<file path="src/rtl/pcie_tx.sv">
// pcie_tx: builds posted MWr (3DW, optional 4DW) and 1-DW CplD TLPs on a 64-bit AXI stream.
// Define PCIE_TX_ADDR64_EN to emit 4DW MWr when the upper address half is non-zero.

module pcie_tx_chk #(
  parameter int MAX_QW = 16
) (
  input logic       clock,
  input logic       reset,
  input logic       wr_valid,
  input logic       wr_ready,
  input logic [9:0] wr_qwords
);
  // flag write requests longer than the supported payload size
  always_ff @(posedge clock) begin
    if (!reset && wr_valid && wr_ready) begin
      assert (wr_qwords <= 10'(MAX_QW));
    end
  end
endmodule

module pcie_tx #(
  parameter int MAX_QW = 16
) (
  input  logic        clock,
  input  logic        reset,
  input  logic [15:0] pcie_id,
  input  logic        rr_valid,
  output logic        rr_ready,
  input  logic [31:0] rr_rc_dw2,
  input  logic [31:0] rr_data,
  input  logic        wr_valid,
  output logic        wr_ready,
  input  logic [63:0] wr_addr,
  input  logic [9:0]  wr_qwords,
  input  logic [63:0] wr_data,
  output logic        wr_data_ren,
  input  logic        tready,
  output logic        tvalid,
  output logic        tlast,
  output logic [7:0]  tkeep,
  output logic [63:0] tdata
);
  typedef enum logic [2:0] {IDLE, CPL0, CPL1, WR_H0, WR_H1, WR_D, WR_END} state_t;

  function automatic logic [31:0] es(input logic [31:0] x);
    return {x[7:0], x[15:8], x[23:16], x[31:24]};
  endfunction

  state_t      state_q, state_d;
  logic        tvalid_q, tvalid_d, tlast_q, tlast_d;
  logic [7:0]  tkeep_q, tkeep_d;
  logic [63:0] tdata_q, tdata_d;
  logic [31:0] cpl_dw2_q, cpl_dw2_d, cpl_data_q, cpl_data_d;
  logic [31:0] addr_lo_q, addr_lo_d, carry_q, carry_d;
  logic [9:0]  rem_q, rem_d;
  logic        load_s, ren_s, wr_acc_s, is64_s, new64_s;
  logic [31:0] addr_hi_s, dw0_s;
  logic [9:0]  qw_s, len_s;

  assign rr_ready    = !reset && (state_q == IDLE);
  assign wr_ready    = rr_ready && !rr_valid;
  assign wr_acc_s    = wr_valid && wr_ready;
  assign load_s      = !tvalid_q || tready;
  assign wr_data_ren = ren_s && !reset;
  assign tvalid      = tvalid_q;
  assign tlast       = tlast_q;
  assign tkeep       = tkeep_q;
  assign tdata       = tdata_q;

`ifdef PCIE_TX_ADDR64_EN
  logic        is64_q, is64_d;
  logic [31:0] addr_hi_q, addr_hi_d;

  assign new64_s   = (wr_addr[63:32] != 32'h0);
  assign is64_s    = is64_q;
  assign addr_hi_s = addr_hi_q;

  // addressing mode is latched with every accepted write request
  always_comb begin
    if (wr_acc_s) begin
      is64_d    = new64_s;
      addr_hi_d = wr_addr[63:32];
    end else begin
      is64_d    = is64_q;
      addr_hi_d = addr_hi_q;
    end
  end

  // 4DW address state
  always_ff @(posedge clock) begin
    if (reset) begin
      is64_q    <= 1'b0;
      addr_hi_q <= 32'h0;
    end else begin
      is64_q    <= is64_d;
      addr_hi_q <= addr_hi_d;
    end
  end
`else
  logic unused_addr_hi_s;
  assign unused_addr_hi_s = ^wr_addr[63:32];
  assign new64_s   = 1'b0;
  assign is64_s    = 1'b0;
  assign addr_hi_s = 32'h0;
`endif

  // oversize requests are clipped; length field counts DWs
  always_comb begin
    qw_s  = (wr_qwords > 10'(MAX_QW)) ? 10'(MAX_QW) : wr_qwords;
    len_s = {qw_s[8:0], 1'b0};
    dw0_s = (new64_s ? 32'h6000_0000 : 32'h4000_0000) | {22'h0, len_s};
  end

  // next state and next output beat
  always_comb begin
    state_d    = state_q;
    tvalid_d   = tvalid_q;
    tlast_d    = tlast_q;
    tkeep_d    = tkeep_q;
    tdata_d    = tdata_q;
    cpl_dw2_d  = cpl_dw2_q;
    cpl_data_d = cpl_data_q;
    addr_lo_d  = addr_lo_q;
    carry_d    = carry_q;
    rem_d      = rem_q;
    ren_s      = 1'b0;
    if (tvalid_q && tready) begin
      tvalid_d = 1'b0;
      tlast_d  = 1'b0;
    end else begin
      tvalid_d = tvalid_q;
    end
    case (state_q)
      IDLE: begin
        if (rr_valid) begin
          cpl_dw2_d  = rr_rc_dw2;
          cpl_data_d = rr_data;
          tvalid_d   = 1'b1;
          tlast_d    = 1'b0;
          tkeep_d    = 8'hFF;
          tdata_d    = {pcie_id, 16'h0004, 32'h4A00_0001};
          state_d    = CPL0;
        end else if (wr_valid && (qw_s != 10'd0)) begin
          addr_lo_d = wr_addr[31:0];
          rem_d     = qw_s;
          tvalid_d  = 1'b1;
          tlast_d   = 1'b0;
          tkeep_d   = 8'hFF;
          tdata_d   = {pcie_id, 8'h00, 8'hFF, dw0_s};
          state_d   = WR_H0;
        end else begin
          state_d = IDLE;
        end
      end
      CPL0: begin
        if (load_s) begin
          tvalid_d = 1'b1;
          tlast_d  = 1'b1;
          tkeep_d  = 8'hFF;
          tdata_d  = {es(cpl_data_q), cpl_dw2_q};
          state_d  = CPL1;
        end else begin
          state_d = CPL0;
        end
      end
      WR_H0: begin
        if (load_s) begin
          tvalid_d = 1'b1;
          tlast_d  = 1'b0;
          tkeep_d  = 8'hFF;
          state_d  = WR_H1;
          if (is64_s) begin
            tdata_d = {addr_lo_q, addr_hi_s};
          end else begin
            tdata_d = {es(wr_data[31:0]), addr_lo_q};
            carry_d = es(wr_data[63:32]);
            rem_d   = rem_q - 10'd1;
            ren_s   = 1'b1;
          end
        end else begin
          state_d = WR_H0;
        end
      end
      WR_H1, WR_D: begin
        if (load_s) begin
          tvalid_d = 1'b1;
          if (is64_s) begin
            // 4DW payload is qword aligned: one full qword per beat
            tdata_d = {es(wr_data[63:32]), es(wr_data[31:0])};
            tkeep_d = 8'hFF;
            tlast_d = (rem_q == 10'd1);
            rem_d   = rem_q - 10'd1;
            ren_s   = 1'b1;
            state_d = (rem_q == 10'd1) ? WR_END : WR_D;
          end else if (rem_q != 10'd0) begin
            tdata_d = {es(wr_data[31:0]), carry_q};
            carry_d = es(wr_data[63:32]);
            tkeep_d = 8'hFF;
            tlast_d = 1'b0;
            rem_d   = rem_q - 10'd1;
            ren_s   = 1'b1;
            state_d = WR_D;
          end else begin
            tdata_d = {32'h0, carry_q};
            tkeep_d = 8'h0F;
            tlast_d = 1'b1;
            state_d = WR_END;
          end
        end else begin
          state_d = state_q;
        end
      end
      CPL1, WR_END: begin
        if (tvalid_q && tready) begin
          state_d = IDLE;
        end else begin
          state_d = state_q;
        end
      end
      default: begin
        state_d  = IDLE;
        tvalid_d = 1'b0;
      end
    endcase
  end

  // state and output stage; reset aborts any TLP in flight
  always_ff @(posedge clock) begin
    if (reset) begin
      state_q    <= IDLE;
      tvalid_q   <= 1'b0;
      tlast_q    <= 1'b0;
      tkeep_q    <= 8'h00;
      tdata_q    <= 64'h0;
      cpl_dw2_q  <= 32'h0;
      cpl_data_q <= 32'h0;
      addr_lo_q  <= 32'h0;
      carry_q    <= 32'h0;
      rem_q      <= 10'd0;
    end else begin
      state_q    <= state_d;
      tvalid_q   <= tvalid_d;
      tlast_q    <= tlast_d;
      tkeep_q    <= tkeep_d;
      tdata_q    <= tdata_d;
      cpl_dw2_q  <= cpl_dw2_d;
      cpl_data_q <= cpl_data_d;
      addr_lo_q  <= addr_lo_d;
      carry_q    <= carry_d;
      rem_q      <= rem_d;
    end
  end

  pcie_tx_chk #(.MAX_QW(MAX_QW)) u_chk (
    .clock    (clock),
    .reset    (reset),
    .wr_valid (wr_valid),
    .wr_ready (wr_ready),
    .wr_qwords(wr_qwords)
  );
endmodule

</file>
<file path="config.mk">
export PLATFORM = sky130hd
export DESIGN_NAME = pcie_tx
export DESIGN_NICKNAME = d
export VERILOG_FILES = /design/src/rtl/pcie_tx.sv
export SDC_FILE = /design/constraint.sdc
export NUM_CORES = 1
export LEC_CHECK = 0
export CAP_MARGIN = 20
export CORE_ASPECT_RATIO = 0.8
export CORE_MARGIN = 2
export CORE_UTILIZATION = 46
export DETAILED_ROUTE_END_ITERATION = 16
export HOLD_SLACK_MARGIN = 0.02
export PLACE_DENSITY_LB_ADDON = 0.05
export SLEW_MARGIN = 40
export SYNTH_ARGS = -nofsm -noshare
export SYNTH_HDL_FRONTEND = slang
export SYNTH_HIERARCHICAL = 1
export SYNTH_SLANG_ARGS = --single-unit
</file>
<file path="constraint.sdc">
create_clock -name clock -period 4.55 [get_ports clock]
set_input_delay 1.1375 -clock clock [delete_from_list [all_inputs] [get_ports clock]]
set_output_delay 1.1375 -clock clock [all_outputs]
set_load 0.005 [all_outputs]
</file>
# ---- After elaboration in Yosys (flattened, before gate mapping)
# Cells that the tools add are included.
dict set report op_classes {
  shifts 0
  n_addsub 1
  reduce_logical 27
  multipliers 0
  n_bitwise 1
  mux 49
  div_mod_pow 0
  n_lt_le_gt_ge 1
  n_eq_ne 15
}
# op count
set ops {}
lappend ops {{$mux 64} 6}
lappend ops {{$pmux 64 s4} 1}
lappend ops {{$mux 32} 3}
lappend ops {{$pmux 32 s2} 1}
lappend ops {{$mux 10} 6}
lappend ops {{$mux 8} 5}
lappend ops {{$pmux 10 s3} 1}
lappend ops {{$pmux 8 s3} 1}
lappend ops {{$reduce_bool 10->1} 2}
lappend ops {{$pmux 3 s5} 1}
lappend ops {{$mux 1} 14}
lappend ops {{$ne 2x2->1 const B} 6}
lappend ops {{$gt 10x5->1 const B} 1}
lappend ops {{$sub 10x1->10 const B} 1}
lappend ops {{$eq 3x3->1 const B} 3}
lappend ops {{$mux 3} 3}
lappend ops {{$mux 2} 4}
lappend ops {{$reduce_and 4->1} 2}
lappend ops {{$eq 3x2->1 const B} 2}
lappend ops {{$reduce_and 6->1} 1}
lappend ops {{$reduce_bool 3->1} 2}
lappend ops {{$reduce_or 2->1} 3}
lappend ops {{$logic_and 1x1->1} 5}
lappend ops {{$reduce_and 5->1} 1}
lappend ops {{other kinds (15)} 19}
dict set report totals {
  register_bits 215
  latch_bits 0
  ram_bits 0
  out_inout_bits 77
  romBits 0
  mem_count 0
  in_bits 223
}

# ---- Longest topological paths before layout
# Gate-level depths: netlist of run 1.
dict set report logic_depth {
  word_depth 7
  mapped_depth 10
  mapped_depth_nobuf 7
}

# ---- Least setup slack after synthesis of run 1
# Ideal clock, no wire load.
dict set report synth_path {
  path_type {reg-to-output}
  startpoint {register rem_q[0]}
  endpoint {output wr_data_ren}
  path_slack_ns 1.462
  t_arrival_ns 1.950
  path_buffers 3
  path_stages_with_launch 10
  path_cell_list {dfxtp_1 > inv_1 > ha_1 > or4b_1 > buf_2 > o31ai_2 > a21o_1 > buf_2 > buf_2 > nor2_1}
}
dict set report synth_between {
  elab_chain_cells 5
}
# element line
set synth_lines {}
lappend synth_lines {{start: declaration} 55} ;# logic [9:0] rem_q, rem_d;
lappend synth_lines {{start signal: assignment} 250} ;# rem_q <= rem_d;
lappend synth_lines {{$reduce_bool 10->1} 195} ;# end else if (rem_q != 10'd0) begin
lappend synth_lines {{$mux 1} 195}
lappend synth_lines {{$mux 1} 185} ;# if (load_s) begin
lappend synth_lines {{$pmux 1 s2} 133} ;# case (state_q)
lappend synth_lines {{$logic_and 1x1->1} 64} ;# assign wr_data_ren = ren_s && !reset;
lappend synth_lines {{end: declaration} 36} ;# output logic wr_data_ren,
# Every way passes these cells.

# ---- Worst setup path after layout of run 1
# Same ends and word-level chain as after synthesis.

==> flow_metrics.py, run 1 <==
metrics = {
    "worst_setup_path": {
        "cp.required_ns": 3.41,
        "critPathCaptureType": "output port",
        "r2r_slack_ns": 1.45,
        "worst_ep_arrival_time_ns": 2.86,
        "worstSetupPathType": "register to output port",
        "crit_fanout": 9,
        "startpoint_type": "register",
    },
    "floorplan": {
        "core_sq_mm": 0.0205,
        "fp.dieH_um": 133,
        "io_pins": 300,
        "die_w_um": 165,
        "initial_core_util": 0.465,
        "dieArea_sq_mm": 0.0218,
        "rows": 47,
    },
    "placement": {
        "dpl_cell_area_sq_mm": 0.0122,
        "hpwl_um": 19300,
        "gp_congestion": 0.812,
        "numPortBuffers": 267,
    },
    "power_and_ir_drop": {
        "clockPowerShare": 0.263,
        "peakVddDrop_uv": 371,
        "p_leak_nw": 4.60,
        "power_frac_seq": 0.355,
        "power.share.switching": 0.358,
        "combPwrFrac": 0.381,
        "p_int_mw": 4.38,
        "cellPowerDensity_mw_per_mm2": 527,
        "p_sw_mw": 2.45,
    },
    "detailed_routing": {
        "wl_per_cell_um": 17.8,
        "first_pass_iters": 5,
        "drc": 0,
        "routed_wl_um": 30000,
        "drt_iter0_drc": 742,
        "vias": 9448,
        "drt.antenna.violating_nets": 0,
        "viasPerCell": 5.60,
    },
    "logic_synthesis": {
        "synth_cells": 1194,
        "synth_cell_type_count": 61,
        "synth_edf_count": 0,
        "avgSynthCellArea_sq_um": 7.96,
        "synth_seq_area_share": 0.440,
        "synth_area_sq_mm": 0.00951,
        "synth_nets": 1418,
        "ys_seq_elements": 209,
        "synth_warnings": 6,
        "ys.flop_type": "dfxtp_1",
        "async_reset_ff_frac": 0,
    },
    "final_layout": {
        "fillerInstances": 1850,
        "drive_above_1_share": 0.0797,
        "seq_area_sq_mm": 0.00419,
        "multi_input_area_sq_mm": 0.00475,
        "diodes": 0,
        "final_cell_area_sq_mm": 0.0130,
        "synthToLayoutAreaGrowth_pct": 36.3,
        "fin_util": 0.633,
        "finalNetCount": 1626,
    },
    "cts": {
        "cts_made_buffers": 23,
        "ctsHoldBuffers": 0,
        "cts_setup_buffers": 0,
        "cts_root_buf": "clkbuf_16",
        "path_clk_slew_ns": 0.06,
        "cts_tree": "built",
        "clock-sinks": 209,
        "clockBufferDepth": 3,
        "clk_latency_ns": 0.51,
        "cts_max_level": 1,
        "cts_resized": 0,
    },
    "sta": {
        "slew_headroom": 0.493,
        "drv_slew": 0,
        "rsz0062_at_grt": "false",
        "fin_crit_sh": 0.878,
        "hold_violations": 0,
        "tightest_slew_ns": 0.760,
        "timing.hold.ws_ns": 0.450,
        "setup_viol": 0,
        "fin_worst_skew_ns": 0.0169,
        "finalSetupTns_ns": 0,
        "min_period_ns": 3.99,
        "fmax_mhz": 250,
    },
    "global_route": {
        "met1_usage": 0.376,
        "busiest_layer": "met2",
        "grt_pass1_wl_um": 46500,
        "grt_overflow": 0,
        "grt_pass1_vias": 8820,
        "grtUsageMet3": 0.0495,
        "antenna_found_initial": 1,
        "met2_usage": 0.422,
        "grt_usage": 0.265,
        "grt_max_degree": 92,
    },
    "run": {
        "cap_violations": 0,
    },
    "run_status": {
        "outcome": "finished, final reports clean",
    },
    "min_path": {
        "hold_class": "register to register",
    },
}
==> state kept, by name, summed over array words and instances (netlist names) <==
name / cells
cpl_data_q: 32
rem_q: 10
tvalid: 1
tdata: 64
tlast: 1
tkeep: 2
cpl_dw2_q: 32
addr_lo_q: 32
carry_q: 32
state_q: 3
==> metrics by stage <==
stage	setup slack (ns)	power, mW	std cells
floorplan	1.46	4.03	1194
global placement	0.689	4.99	1645
detailed placement	0.699	5.05	1646
CTS	0.538	6.85	1687
global route	0.382	7.22	1687
finish	0.555	6.83	1687
==> metal layers <==
layer  share of wire  vias to the layer above
met4           0.018                        2
li1                -                     4579
met3           0.082                       37
met1            0.44                     4444
met2            0.45                      386
met5         0.00043                        -
==> critical path, cell delays in order (launching register included) <==
cell	delay, ns
dfxtp_1	0.32
inv_1	0.09
ha_1	0.21
or4b_1	0.64
o31ai_2	0.31
a21o_1	0.19
nor2_1	0.05
clkdlybuf4s50_1	0.54
==> power groups by stage <==
| stage | clock network (mW) | registers (mW) | logic [mW] |
|---|---|---|---|
| floorplan | 0 | 2.38 | 1.65 |
| global placement | 0 | 2.45 | 2.53 |
| detailed placement | 0 | 2.46 | 2.59 |
| CTS | 1.83 | 2.43 | 2.60 |
| global route | 1.90 | 2.47 | 2.85 |
| finish | 1.80 | 2.43 | 2.60 |
==> cells by family (layout without fill, tap and decap cells) <==
kind of cell / after synthesis / in the layout / share of synthesized area
adders and majority gates: 1 / 1 / 0.00132
AOI/OAI and AO/OA: 345 / 345 / 0.232
DFF: 209 / 209 / 0.440
muxes: 55 / 55 / 0.0611
and+or+nand+nor: 457 / 457 / 0.200
buffers and inverters: 127 / 351 / 0.0653
==> cells in the mapped netlist, drive strengths merged, types with 2 or more instances <==
| library cell | instances | area share |
|---|---|---|
| a221oi | 28 | 0.026 |
| a211o | 2 | 0.0018 |
| or4 | 6 | 0.0051 |
| o221ai | 17 | 0.016 |
| a22o | 16 | 0.015 |
| mux2i | 31 | 0.033 |
| inv | 21 | 0.0083 |
| a31oi | 4 | 0.0026 |
| mux2 | 24 | 0.028 |
| clkbuf | 63 | 0.025 |
| o2111ai | 7 | 0.0064 |
| nor2b | 6 | 0.0039 |
| dfxtp | 209 | 0.44 |
| a31o | 2 | 0.0018 |
| nand2b | 5 | 0.0033 |
| a21oi | 200 | 0.11 |
| and2 | 3 | 0.0020 |
| o22ai | 4 | 0.0041 |
| or3 | 4 | 0.0026 |
| nor4 | 3 | 0.0020 |
| buf | 43 | 0.032 |
| nand2 | 296 | 0.12 |
| o31ai | 4 | 0.0037 |
| o21ai | 15 | 0.0079 |
| a211oi | 25 | 0.023 |
| o311ai | 4 | 0.0037 |
| nor2 | 91 | 0.038 |
| nor3 | 34 | 0.021 |
| a2111oi | 3 | 0.0028 |
| nand3 | 5 | 0.0026 |
==> area by class of cell <==
class                   instances  area share
clock buffers                  31      0.0498
clock inverters                10     0.00608
inverters                      21     0.00608
multi-input cells             858       0.366
flip-flops and latches        209       0.323
well taps                     269      0.0260
repair buffers                289       0.222
==> layout by cell type, fill, tap and decap left out, drive strengths merged, types with 15 or more instances in the layout <==
master	instances
a221oi	28
a22o	16
clkbuf	31
inv	22
dfxtp	209
o21ai	15
nor3	34
clkdlybuf4s50	266
nor2	91
nand2	296
mux2i	31
a21oi	200
mux2	24
a211oi	25
o221ai	17
buf	23
==> final timing paths <==
kind / from / endpoint / depth (start not counted)
setup / recovery: rem_q[0] / wr_data_ren / 7
hold / removal: cpl_dw2_q[9] / cpl_dw2_q[9] / 2
setup reg to reg: state_q[1] / tdata[36] / 6
hold reg to reg: cpl_dw2_q[9] / cpl_dw2_q[9] / 2
Power figures use the tool's default switching activity.
==> run 2: changes to the inputs <==
==> constraint.sdc (replaced) <==
create_clock -name clock -period 4.55 [get_ports clock]
set_input_delay 0.91 -clock clock [delete_from_list [all_inputs] [get_ports clock]]
set_output_delay 0.91 -clock clock [all_outputs]
set_load 0.005 [all_outputs]
==> run 2 against run 1 <==
Global-route usage is essentially flat. Power is 0.13% higher. Wire length is 0.79% lower. Flip-flop and latch count is the same. Critical path depth unchanged. Die area unchanged. Clock power about the same. Cell area down 0.32%. Critical path type unchanged.
==> flow_metrics.py, run 2 (synthesis results as in run 1) <==
metrics = {
    "sta": {
        "rsz0062_at_grt": "false",
        "fin_worst_skew_ns": 0.0149,
        "slew_headroom": 0.453,
        "setup_viol": 0,
        "tightest_slew_ns": 0.821,
        "min_period_ns": 4.00,
        "hold_violations": 0,
        "fmax_mhz": 250,
        "drv_slew": 0,
        "fin_crit_sh": 0.879,
        "finalSetupTns_ns": 0,
    },
    "min_path": {
        "hold_class": "register to register",
        "hold_start": "cpl_dw2_q[23]",
        "holdPathStages": 2,
        "min_to": "cpl_dw2_q[23]",
    },
    "global_route": {
        "antenna_found_initial": 0,
        "grtUsageMet3": 0.0574,
        "grt_usage": 0.265,
        "grt_pass1_vias": 8895,
        "busiest_layer": "met2",
        "grt_overflow": 0,
        "met2_usage": 0.414,
        "met1_usage": 0.371,
        "grt_pass1_wl_um": 46500,
        "grt_max_degree": 98,
    },
    "final_layout": {
        "finalNetCount": 1621,
        "fin_util": 0.631,
        "synthToLayoutAreaGrowth_pct": 35.9,
        "fillerInstances": 1856,
        "largest_reg_flops": 64,
        "diodes": 0,
        "final_cell_mix": "nand2_1 (295), clkdlybuf4s50_1 (266), dfxtp_1 (206), a21oi_1 (199), nor2_1 (90)",
        "mostFrequentLayoutCell": "nand2_1",
        "drive_above_1_share": 0.0752,
    },
    "placement": {
        "gp_congestion": 0.835,
        "hpwl_um": 19200,
        "numPortBuffers": 267,
    },
    "detailed_routing": {
        "drt.antenna.violating_nets": 0,
        "drt_iter0_drc": 716,
        "first_pass_iters": 4,
        "routed_wl_um": 29800,
        "wl_per_cell_um": 17.7,
        "viasPerCell": 5.57,
        "drc": 0,
        "vias": 9346,
    },
    "cts": {
        "clock-sinks": 209,
        "clockBufferDepth": 3,
        "clk_latency_ns": 0.51,
        "cts_max_level": 1,
        "cts_root_buf": "clkbuf_16",
        "cts_tree": "built",
        "cts_resized": 0,
        "path_clk_slew_ns": 0.06,
        "cts_made_buffers": 23,
        "ctsHoldBuffers": 0,
        "cts_setup_buffers": 0,
    },
    "floorplan": {
        "dieArea_sq_mm": 0.0218,
        "core_sq_mm": 0.0205,
        "initial_core_util": 0.465,
        "rows": 47,
        "fp.dieH_um": 133,
        "io_pins": 300,
        "die_w_um": 165,
    },
    "worst_setup_path": {
        "cp_cell_sequence": "inv_1, ha_1, or4b_1, o31ai_2, a21o_1, nor2_1, clkdlybuf4s50_1",
        "r2r_end": "tdata[36]",
        "r2r-start": "state_q[1]",
        "worstSetupPathType": "register to output port",
        "crit_fanout": 9,
        "worst_ep_arrival_time_ns": 3.09,
        "r2r_slack_ns": 1.46,
        "crit_path_top_delay_cell": "or4b_1",
        "critPathCaptureType": "output port",
        "startpoint_type": "register",
        "critPathMaxStageDelay_ns": 0.62,
        "cp.required_ns": 3.64,
        "reg2reg_depth": 6,
    },
    "power_and_ir_drop": {
        "cellPowerDensity_mw_per_mm2": 529,
        "peakVddDrop_uv": 314,
        "p_int_mw": 4.41,
        "power_frac_seq": 0.363,
        "p_leak_nw": 4.57,
        "clockPowerShare": 0.268,
        "p_sw_mw": 2.43,
        "combPwrFrac": 0.369,
        "power.share.switching": 0.355,
    },
    "run_status": {
        "outcome": "finished, final reports clean",
    },
    "run": {
        "cap_violations": 0,
    },
}
run 2: cell types whose count changed in the layout (fill, tap and decap cells not counted), sizes merged:
cell    delta
buf        -5
clkinv     -3
clkbuf     -2
bufinv     +1
run 2: worst max-delay path by stage:
stage                     slack [ns]  cells after the start            end          from
after CTS                       0.57                      7    wr_data_ren      rem_q[0]
after global placement          0.85                      7  addr_lo_q[31]  wr_qwords[1]
after global routing            0.38                      7    wr_data_ren      rem_q[0]
after detailed placement        0.91                      6       rem_q[6]  wr_qwords[1]
final                           0.55                      7    wr_data_ren      rem_q[0]
after floorplan                 1.69                      9    wr_data_ren      rem_q[0]
run 2: area by class of cell:
cell class                 instances  area, sq um  share of cell area
sequential                       209         4190               0.325
inverter                          21         78.8             0.00610
multi-input combinational        858         4750               0.367
clock inverter                     8         93.8             0.00726
timing repair buffer             284         2830               0.219
clock buffer                      29          638              0.0494
tap                              269          337              0.0261
run 2: routing by layer:
metal  wire length [um]  vias to the layer above
met2              13200                      371
met4                699                        0
met5                  0                        -
met1              13300                     4370
li1                   -                     4561
met3               2550                       44
run 2: power groups by stage:
stage / registers (mW) / logic [mW] / clock network [mW]
after global placement: 2.50 / 2.46 / 0
after floorplan: 2.38 / 1.65 / 0
after global routing: 2.52 / 2.77 / 1.94
after CTS: 2.48 / 2.52 / 1.87
final: 2.48 / 2.52 / 1.83
after detailed placement: 2.51 / 2.51 / 0
run 2: stage by stage:
step	hold slack [ns]	cell area, sq um	instances	worst slack, ns	power (mW)
3_5_place_dp	0.443	12200	1641	0.913	5.02
2_1_floorplan	0.433	9510	1194	1.69	4.03
6_report	0.450	12900	1678	0.553	6.84
4_1_cts	0.451	12900	1678	0.566	6.86
5_1_grt	0.469	12900	1678	0.378	7.23
3_3_place_gp	0.440	12200	1640	0.848	4.97
run 2: critical path: cells and delay by family, from the launching register on:
kind / cells / cell delay (ns)
AO/OA/AOI/OAI: 2 / 0.77
flip-flops: 1 / 0.31
buffers and inverters: 2 / 0.62
AND/OR/NAND/NOR: 2 / 0.66
adder cells (fa/ha/maj): 1 / 0.22
==> RTL change (flow settings as in run 1) <==
Build with the macro `PCIE_TX_ADDR64_EN` defined.
--- a/src/rtl/pcie_tx.sv
+++ b/src/rtl/pcie_tx.sv
@@ -1,4 +1,6 @@
 // pcie_tx: builds posted MWr (3DW, optional 4DW) and 1-DW CplD TLPs on a 64-bit AXI stream.
 // Define PCIE_TX_ADDR64_EN to emit 4DW MWr when the upper address half is non-zero.
+
+`define PCIE_TX_ADDR64_EN
 
 module pcie_tx_chk #(
Behaviour: not the same (Yosys sat finds a counterexample within 4 cycles, from zero or initial values and one cycle with reset high).
==> RTL change against run 1 <==
- area after synthesis is 18% higher
- sequential power is 19% higher
- clock power increased by 21%
- routed wire length up 41%
- count of clock-buffer cells in the layout rose by 8
- final area rose by 18%
- total power grew 19%
- critical path depth stayed put
- sequential cell count increased by 33
- register-to-register slack better by 0.17 ns
- setup slack worse by 0.11 ns
- critical endpoint unchanged
==> RTL change: results (changes against run 1) <==
status: complete, no violations (unchanged)
gr usage total: 32.6% (was 26.5%)
nets@finish: 1886 (was 1626)
Worst Path Max Fanout: 8 (was 9)
grt met2 use: 50.4% (was 42.2%)
sequential cell power: 2890 µW (was 2430 µW)
Largest stage delay, worst path: 0.58 ns (was 0.64 ns)
clock network area share: 5.71% (was 5.59%)
sequential share of cell area: 31.6% (was 32.3%)
Adder-Cell Fraction of Synth Area: 0.224% (was 0.132%)
Met2 Wirelength: 18.6 mm (was 13.7 mm)
LEAKAGE: 0.00531 µW (was 0.00460 µW)
CTS buffer count: 26 (was 23)
comb_multi_in: 1044 (was 858)
maximum VDD drop: 336 µV (was 371 µV)
net switching power: 2950 µW (was 2450 µW)
mux cell area share after synthesis: 6.16% (was 6.11%)
WHS Endpoint: carry_q[30]$_SDFFE_PP0P_ (was cpl_dw2_q[9]$_SDFFE_PP0P_)
ANT cells: 2 (was 0)
pin count of the biggest net entering global routing: 75 (was 92)
met1 usage: 45.7% (was 37.6%)
commonest cells in the netlist: 364 x nand2_1, 297 x a21oi_1, 242 x dfxtp_1 (was 296 x nand2_1, 209 x dfxtp_1, 200 x a21oi_1)
via/cell ratio: 5.92 (was 5.60)
met3 WL: 4.04 mm (was 2.47 mm)
slowest stage cell, crit path: or4_4 (was or4b_1)
worst-case clock skew: 0.0152 ns (was 0.0169 ns)
actual slew at the worst max-slew pin: 0.819 ns (was 0.760 ns)
gpl congestion: 0.923 (was 0.812)
iteration-0 DRC count of the detailed router: 1316 (was 742)
WL per Instance: 21.3 µm (was 17.8 µm)
share of power burned in the clock network: 26.7% (was 26.3%)
vias in the first global route: 11300 (was 8820)
compound-gate portion of the synthesized area: 26.5% (was 23.2%)
Fillers: 2046 (was 1850)
clock buffer count: 39 (was 31)
WL met1: 18.4 mm (was 13.3 mm)
main area contributors after synthesis: dfxtp_1 43%, a21oi_1 13%, nand2_1 12% (was dfxtp_1 44%, nand2_1 12%, a21oi_1 11%)
later-pin clock latency in the skew report: 0.53 ns (was 0.51 ns)
beginning of the worst hold path: carry_q[30]$_SDFFE_PP0P_ (was cpl_dw2_q[9]$_SDFFE_PP0P_)
Non-CTS inverters: 6 (was 21)
Worst R2R Setup Slack: 1.62 ns (was 1.45 ns)
arrival time worst endpoint: 2.97 ns (was 2.86 ns)
share of cells above drive strength 1: 6.84% (was 7.97%)
detailed placer's ending HPWL: 29.2 mm (was 19.3 mm)
## RTL change: changes by cell type in the layout (fill, tap and decap cells not counted), moves of 26 or more
cell / run 1 / this run
a21oi_1: 199 / 297
clkdlybuf4s50_1: 266 / 298
mux2i_1: 31 / 62
a221oi_1: 28 / 1
dfxtp_1: 206 / 240
nand2_1: 295 / 362
a311oi_1: 0 / 26
## RTL change: per-stage QoR
step / hold WS, ns / setup slack (ns) / instance area, µm² / cells / power (µW)
global placement: 0.440 / 0.787 / 14400 / 1940 / 5860
detailed placement: 0.446 / 0.773 / 14500 / 1945 / 5960
global route: 0.468 / 0.328 / 15300 / 1995 / 8550
finish: 0.454 / 0.447 / 15300 / 1995 / 8150
CTS: 0.453 / 0.463 / 15300 / 1993 / 8120
floorplan: 0.434 / 1.34 / 11200 / 1428 / 4520
